--- config.mk ---
export PLATFORM = sky130hd
export DESIGN_NAME = cpu_alu
export DESIGN_NICKNAME = d
export VERILOG_FILES = /design/src/rtl/cpu_alu_pkg.sv /design/src/rtl/cpu_alu_adder.sv /design/src/rtl/cpu_alu.sv
export SDC_FILE = /design/constraint.sdc
export NUM_CORES = 1
export LEC_CHECK = 0
export CORE_UTILIZATION = 30
export DETAILED_ROUTE_END_ITERATION = 16
export SYNTH_ARGS = -nofsm -noshare
export SYNTH_HDL_FRONTEND = slang
export SYNTH_SLANG_ARGS = --single-unit
--- constraint.sdc ---
create_clock -name clk -period 0.8 [get_ports clk]
set_input_delay 0.2 -clock clk [delete_from_list [all_inputs] [get_ports clk]]
set_output_delay 0.2 -clock clk [all_outputs]
set_load 0.02 [all_outputs]
--- src/rtl/cpu_alu_pkg.sv ---
// cpu_alu_pkg: shared definitions for the CPU datapath ALU.
//   - SEL field positions (zero-B, invert-B, carry-in, function field)
//   - function codes carried in SEL[1:0]
//   - named full 5-bit opcodes used by the decoder and by callers
package cpu_alu_pkg;

    localparam int SEL_ZERO_B = 4;
    localparam int SEL_INV_B  = 3;
    localparam int SEL_CIN    = 2;
    localparam int SEL_FN_HI  = 1;
    localparam int SEL_FN_LO  = 0;

    typedef enum logic [1:0] {
        FN_ADD   = 2'b00,
        FN_AND   = 2'b01,
        FN_PASSA = 2'b10,
        FN_PASSB = 2'b11
    } fn_e;

    localparam logic [4:0] ADD    = 5'b00000;  // A + B
    localparam logic [4:0] ADDINC = 5'b00100;  // A + B + 1
    localparam logic [4:0] SUB    = 5'b01100;  // A - B
    localparam logic [4:0] SUBDEC = 5'b01000;  // A - B - 1
    localparam logic [4:0] INC    = 5'b10100;  // A + 1
    localparam logic [4:0] DEC    = 5'b11000;  // A - 1
    localparam logic [4:0] AND    = 5'b00001;  // A & B
    localparam logic [4:0] PASSA  = 5'b00010;  // A
    localparam logic [4:0] PASSB  = 5'b00011;  // B

endpackage

--- src/rtl/cpu_alu_adder.sv ---
// cpu_alu_adder: combinational WIDTH-bit adder with carry-in.
//   a, b  : addends (b is already zeroed/inverted by the caller)
//   cin   : carry-in
//   sum   : low WIDTH bits of a + b + cin
//   cout  : raw carry out of the top bit
//   ovf   : signed overflow (addends agree in sign, sum does not)
module cpu_alu_adder #(
    parameter int WIDTH = 8
) (
    input  logic [WIDTH-1:0] a,
    input  logic [WIDTH-1:0] b,
    input  logic             cin,
    output logic [WIDTH-1:0] sum,
    output logic             cout,
    output logic             ovf
);

    logic [WIDTH:0] raw;

    always_comb begin
        raw  = {1'b0, a} + {1'b0, b} + {{WIDTH{1'b0}}, cin};
        sum  = raw[WIDTH-1:0];
        cout = raw[WIDTH];
        ovf  = (a[WIDTH-1] == b[WIDTH-1]) && (raw[WIDTH-1] != a[WIDTH-1]);
    end

endmodule

--- src/rtl/cpu_alu.sv ---
// cpu_alu: registered 8-bit ALU (add/sub/inc/dec, AND, pass A/B).
//   clk, rst_n      : clock (rising edge), async active-low reset
//   in_valid, A, B  : operands and function select SEL, sampled when in_valid=1
//   SEL             : [4] zero B, [3] invert B, [2] carry-in, [1:0] function
//   out_valid       : Z/Cout/zero/ovf hold the result of the op one cycle ago
//   Z, Cout, zero, ovf : result, carry/borrow, result-is-zero, signed overflow
// Handshake: in_valid is a one-way qualifier (no ready); every cycle with
// in_valid=1 produces exactly one result with out_valid=1 on the next cycle.
// Idle cycles drop out_valid and leave Z and the flags unchanged.
module cpu_alu
    import cpu_alu_pkg::*;
#(
    parameter int WIDTH = 8
) (
    input  logic             clk,
    input  logic             rst_n,
    input  logic             in_valid,
    input  logic [WIDTH-1:0] A,
    input  logic [WIDTH-1:0] B,
    input  logic [4:0]       SEL,
    output logic             out_valid,
    output logic [WIDTH-1:0] Z,
    output logic             Cout,
    output logic             zero,
    output logic             ovf
);

    logic [WIDTH-1:0] ob;
    logic [WIDTH-1:0] add_sum;
    logic             add_cout;
    logic             add_ovf;
    logic [WIDTH-1:0] res_z;
    logic             res_cout;
    logic             res_ovf;
    fn_e              fn;

    // Operand conditioning: zero first, then invert, so zero+invert gives all ones.
    always_comb begin
        ob = SEL[SEL_ZERO_B] ? '0 : B;
        if (SEL[SEL_INV_B]) begin
            ob = ~ob;
        end
    end

    cpu_alu_adder #(.WIDTH(WIDTH)) u_adder (
        .a    (A),
        .b    (ob),
        .cin  (SEL[SEL_CIN]),
        .sum  (add_sum),
        .cout (add_cout),
        .ovf  (add_ovf)
    );

    always_comb begin
        fn       = fn_e'(SEL[SEL_FN_HI:SEL_FN_LO]);
        res_z    = '0;
        res_cout = 1'b0;
        res_ovf  = 1'b0;
        if (fn == FN_ADD) begin
            res_z    = add_sum;
            // With B inverted the raw carry means "no borrow", so report a borrow.
            res_cout = SEL[SEL_INV_B] ? ~add_cout : add_cout;
            res_ovf  = add_ovf;
        end else if (SEL[SEL_ZERO_B:SEL_CIN] == 3'b000) begin
            case (fn)
                FN_AND:   res_z = A & B;
                FN_PASSA: res_z = A;
                FN_PASSB: res_z = B;
                default:  res_z = '0;
            endcase
        end
        // Remaining codes are undefined and fall through to all-zero results.
    end

    always_ff @(posedge clk or negedge rst_n) begin
        if (!rst_n) begin
            out_valid <= 1'b0;
            Z         <= '0;
            Cout      <= 1'b0;
            zero      <= 1'b0;
            ovf       <= 1'b0;
        end else begin
            out_valid <= in_valid;
            if (in_valid) begin
                Z    <= res_z;
                Cout <= res_cout;
                zero <= (res_z == '0);
                ovf  <= res_ovf;
            end
        end
    end

endmodule

# Yosys cells after proc, flatten, opt, wreduce, memory -nomap -nowiden

Cells that the tools add are included.

$add $sub $neg: 2
Bitwise logic cells: 3
Multiplexer cells: 8
Reduce and logical (&&, ||, !) cells: 4
Eq/ne operators: 5

Operator list:

| operator                                                        | number |
|---|---|
| 8-bit 2-to-1 mux                                                | 4 |
| 8-bit one-hot mux with 3 select lines                           | 1 |
| 8-bit by 8-bit adder with 9-bit output                          | 1 |
| 9-bit by 1-bit adder with 9-bit output                          | 1 |
| 8-bit AND                                                       | 1 |
| 8-bit zero test                                                 | 1 |
| 8-bit inverter                                                  | 1 |
| 2-bit == test, second input constant                            | 2 |
| 3-bit zero test                                                 | 1 |
| 1-bit 2-to-1 mux                                                | 3 |
| 2-bit by 1-bit == test with 1-bit output, second input constant | 1 |
| 2-bit zero test                                                 | 1 |
| 1-bit == test                                                   | 1 |
| 1-bit logical AND                                               | 1 |
| 1-bit != test                                                   | 1 |
| 1-bit inverter                                                  | 1 |

Input bits: 24
Logic and storage cells: 27
Flip-flop bits (word level): 12
Output and inout bits: 12

# Logic depth before layout (Yosys ltp)

Gate-level depths: netlist of the first run.

Word-level depth: 8
Depth in mapped cells: 10

# Cells and area by module

Synthesis of the first run repeated with hierarchy kept, for this count alone.

Cell total of the unflattened synthesis: 163
Area, all modules: 1,280.0 µm²

Modules (own cells, without submodules):

| module        | instances | cells an instance | area each (µm²) |
|---|---|---|---|
| cpu_alu       | 1         | 121               | 943.4 |
| cpu_alu_adder | 1         | 42                | 336.6 |

# Worst setup path after synthesis of the first run

Ideal clock, no wire load.

Path kind: input -> register
Start point: in SEL[4]
End point: reg Cout
Cell stages on the path: 10
Data arrival time: 2,497 ps
Setup slack: -1,817 ps
Buffers on the path: 0
Library setup time: 120 ps
Cell sequence: and2b_2 > xnor2_1 > fa_1 > fa_1 > a211oi_1 > o21bai_1 > a2111oi_0 > nor3_1 > xnor2_1 > a31o_2

Cells in the longest elaborated chain, start to end: 8

Ends and longest elaborated chain:

| element                                    | line                | text |
|---|---|---|
| start: declaration                         | cpu_alu.sv:20       | `input logic [4:0] SEL,` |
| 8-bit 2-to-1 mux (*)                       | cpu_alu.sv:39       | `ob = SEL[SEL_ZERO_B] ? '0 : B;` |
| 8-bit inverter                             | cpu_alu.sv:41       | `ob = ~ob;` |
| 8-bit 2-to-1 mux (*)                       | cpu_alu.sv:40       | `if (SEL[SEL_INV_B]) begin` |
| 8-bit by 8-bit adder with 9-bit output (*) | cpu_alu_adder.sv:21 | `raw = {1'b0, a} + {1'b0, b} + {{WIDTH{1'b0}}, cin};` |
| 9-bit by 1-bit adder with 9-bit output (*) | cpu_alu_adder.sv:21 |  |
| 1-bit inverter                             | cpu_alu.sv:62       | `res_cout = SEL[SEL_INV_B] ? ~add_cout : add_cout;` |
| 1-bit 2-to-1 mux (*)                       | cpu_alu.sv:62       |  |
| 1-bit 2-to-1 mux (*)                       | cpu_alu.sv:59       | `if (fn == FN_ADD) begin` |
| end signal: assignment                     | cpu_alu.sv:86       | `Cout <= res_cout;` |
| end: declaration                           | cpu_alu.sv:23       | `output logic Cout,` |

Mark *: on every way between the ends. The rest lies on a longest branch, timed or not.
A chain may end at the register's enable or synchronous reset.

# Worst setup path after layout of the first run

Ends and elaborated chain as after synthesis.

==> results of run 1 <==
[cells in the final DEF (no fill, tap or decap), types with 2 or more instances in the layout]
cell,netlist,final
sky130_fd_sc_hd__a21oi_2,0,10
sky130_fd_sc_hd__o211ai_1,7,7
sky130_fd_sc_hd__a211oi_2,0,2
sky130_fd_sc_hd__dlymetal6s2s_1,0,2
sky130_fd_sc_hd__xnor2_1,14,9
sky130_fd_sc_hd__ha_4,0,2
sky130_fd_sc_hd__buf_2,0,2
sky130_fd_sc_hd__nor3_1,2,2
sky130_fd_sc_hd__xnor2_2,0,5
sky130_fd_sc_hd__nor2b_1,3,3
sky130_fd_sc_hd__nand4_1,2,2
sky130_fd_sc_hd__buf_4,1,53
sky130_fd_sc_hd__a21oi_1,29,18
sky130_fd_sc_hd__fa_2,0,2
sky130_fd_sc_hd__buf_12,0,3
sky130_fd_sc_hd__clkdlybuf4s50_1,0,9
sky130_fd_sc_hd__clkbuf_8,0,4
sky130_fd_sc_hd__nand2_1,9,8
sky130_fd_sc_hd__dlygate4sd2_1,0,7
sky130_fd_sc_hd__nor2_1,13,13
sky130_fd_sc_hd__dfrtp_1,12,12
sky130_fd_sc_hd__and2b_2,8,8
sky130_fd_sc_hd__ha_1,8,5
sky130_fd_sc_hd__buf_6,1,23
[metrics by stage]
| step | power [mW] | TNS, ps | instance area [sq um] | hold slack (ps) | util (%) |
|---|---|---|---|---|---|
| after floorplan | 1.49 | -11660 | 1230 | -95.6 | - |
| after global placement | 2.17 | -24140 | 1970 | 502 | 52.1 |
| after detailed placement | 2.19 | -24610 | 1970 | 504 | 52.1 |
| after CTS | 3.09 | -15580 | 2260 | 283 | 59.8 |
| after global routing | 3.43 | -16650 | 2380 | 301 | 63.0 |
| final | 3.23 | -15500 | 2380 | 288 | 63.0 |
[metal layers]
metal	global-route usage [%]	part of all wire (%)
met1	20.4	39
met3	5.21	4.1
met5	0	0
met2	36.7	53
met4	6.52	3.9
[report_power, final]
| group | internal (mW) | switching, mW | leakage [nW] | total, mW |
|---|---|---|---|---|
| logic | 1.06 | 0.794 | 0.896 | 1.85 |
| registers | 0.682 | 0.0510 | 0.149 | 0.733 |
| clock network | 0.433 | 0.206 | 0.0288 | 0.639 |
| total | 2.17 | 1.05 | 1.07 | 3.23 |
[what timing repair did]
action,in CTS,in global routing
gates resized for setup,130,13
pin swaps,25,27
cloned,0,1
setup buffers,11,9
setup endpoints to repair,24,24
[cell type report]
| class | instances | area, sq um |
|---|---|---|
| Fill cell | 337 | 1400 |
| Multi-Input combinational cell | 122 | 1020 |
| Timing Repair Buffer | 101 | 928 |
| Sequential cell | 12 | 300 |
| Tap cell | 48 | 60.1 |
| Clock buffer | 4 | 55.1 |
| Inverter | 2 | 7.51 |
[path summary, 6_finish.rpt]
kind                                  start             endpoint  slack (ps)  cells after the start
min in group clk                   in_valid     Z[3]$_DFFE_PN0P_         410                      3
setup reg to reg           Z[0]$_DFFE_PN0P_     Z[0]$_DFFE_PN0P_         -80                      4
setup / recovery                     SEL[4]     Cout$_DFFE_PN0P_       -1610                     11
hold / removal                        rst_n     Z[5]$_DFFE_PN0P_         290                      2
max in group asynchronous             rst_n  out_valid$_DFF_PN0_         410                      2
hold reg to reg             ovf$_DFFE_PN0P_      ovf$_DFFE_PN0P_         540                      2
[kinds of logic (layout without fill, tap and decap cells)]
logic type                 count (synthesis)  count (layout)
and+or+nand+nor                           44              44
xor gates and xnor gates                  16              16
DFF                                       12              12
AOI/OAI and AO/OA                         52              52
buffers and inverters                      9             107
adders and majority gates                 10              10
[worst register-to-register path, stage by stage (launching register included)]
cell and delay [ps]:
sky130_fd_sc_hd__dfrtp_1 380, sky130_fd_sc_hd__buf_4 130, sky130_fd_sc_hd__buf_4 120, sky130_fd_sc_hd__nor2_1 80, sky130_fd_sc_hd__a21oi_1 50
[registers in the layout (all words and copies together) (netlist names)]
name and count:
Z 8, Cout 1, out_valid 1, ovf 1
zero 1
==> qor.yml, run 1 <==
post_route_cells_drive_above_1_share_pct: 52.7
cell_type_with_the_highest_occurrence_count_on_the_critical_path: "sky130_fd_sc_hd__fa_2"
pre_cts_ws_ps: -2290
track_usage_pct: 19.4
crit_arrival_ps: 2530
p_leak_nw: 1.07
synth.ff_latch_count: 12
violations_in_the_final_reports: "setup timing"
worst_slew_pin_slew_ps: 318
setup_violations: 23
start_util_pct: 32.1
critical-path-top-delay-family: "compound AO/OA/AOI/OAI gates"
first_global_vias: 1518
worstPathCellList: "buf_8, and2b_2, xnor2_2, fa_2, fa_2, a211oi_2, o21bai_2, a2111oi_2, nor3_1, xnor2_1, a31o_2"
drt_first_iter_violations: 45
power-per-cell-area_nw_per_um2: 1360
post_synthesis_mux_area_share_pct: 0
synth_top_family_by_area: "compound AO/OA/AOI/OAI gates"
fmaxAchievable_ghz: 0.416
critPathRequiredTime_ps: 930
synth_flop_cell: "sky130_fd_sc_hd__dfrtp_1"
ant_nets: 0
post_synth_main_area_contributors: "sky130_fd_sc_hd__dfrtp_1 (25%), sky130_fd_sc_hd__a21oi_1 (12%), sky130_fd_sc_hd__xnor2_1 (10%)"
worst_skew_pair.late_latency_ps: 230
crit_path_start_kind: "input pin"
max_fo_critical_path: 2
grt_antenna_before_repair: 0
layout_setup_ws_ps: -1610
timing.max_slew.rel_slack_pct: 78.7
synth_area_leader_cell: "sky130_fd_sc_hd__dfrtp_1"
gp_congestion: 0.879
synth.net_count: 177
yosys.area_share.adder_pct: 11.6
synth_commonest_cells: "sky130_fd_sc_hd__a21oi_1 (29), sky130_fd_sc_hd__xnor2_1 (14), sky130_fd_sc_hd__nor2_1 (13)"
routed_wirelength_microns: 4130
worstHoldPathType: "input pin to async pin"
cts_hold_repair.buffers: 0
routed_wire_length_per_instance_microns: 14.3
grt_first_pass_wirelength_microns: 6340
vias: 1466
clkSlewWorstSetupHoldPaths_ps: 50
rsz0062_at_grt: "yes"
ctsLongestPathBuffers: 2
synth.avg_cell_area_sq_um: 8.48
post_synth_and_or_nand_nor_area_fraction_pct: 20.0
timing_max_transition_violations_final: 0
port_buffers: 35
dp_hpwl_microns: 2980
clock-skew-final_ps: 0
worst_path_bufs_invs: 1
syn-cell-area_sq_um: 1210
detailed_route_drc_error_count: 0
max-cap-violations: 0
synth_compound_area_share_pct: 28.4
number_of_cells_produced_by_synthesis: 143
die_height_microns: 65.6
row_count: 22
h_tree_depth: 1
insertedDiodeCount: 0
share_of_the_yosys_chip_area_belonging_to_registers_pct: 24.8
cts_tree: "done"
critical_path.max_stage_delay_ps: 370
yosysWarnings: 0
crit_type: "input pin to flip-flop"
cp-end-kind: "flip-flop"
drt-vias-per-instance: 5.07
boundaryPins: 36
synth-edff-count: 0
synth-async-reset-ratio_pct: 100
final_nets: 276
final_cell_count_no_fill: 289
largest_net_degree_at_the_start_of_global_routing: 13
critical-path-slowest-cell: "sky130_fd_sc_hd__fa_2"
clock-root-buffer: "sky130_fd_sc_hd__clkbuf_8"
die_w_microns: 65.6
numPlacedInstances: 265
hold_viol: 0
core_area_sq_um: 3770
tritoncts_num_sinks: 12
synth_top_cell_area_share_pct: 24.8
drt_pass1_iterations: 4
synthDistinctLibCells: 38
run_status: "finished, violations left"
layout_min_cycle_time_ps: 2410
cts-buffers-inserted: 3
vdd_drop_max_v: 0.000717
floorplan.die_area_sq_um: 4300
final_worst_path_cycle_share_pct: 301
post-synth-top-count-cell: "sky130_fd_sc_hd__a21oi_1"
globalRouteOverflowTotal: 0
flow.area_growth_from_synthesis_pct: 96.0
synth_xor_area_share_pct: 11.6
(Power assumes the default switching activity.)
==> run 2, diff against run 1 <==
--- a/config.mk
+++ b/config.mk
@@ -7,6 +7,7 @@
 export LEC_CHECK = 0
 export CORE_UTILIZATION = 30
 export DETAILED_ROUTE_END_ITERATION = 16
+export HOLD_SLACK_MARGIN = 0.05
 export SYNTH_ARGS = -nofsm -noshare
 export SYNTH_HDL_FRONTEND = slang
 export SYNTH_SLANG_ARGS = --single-unit
==> results of run 2 <==
The final DEF is identical to that of run 1; final timing and power are the same.
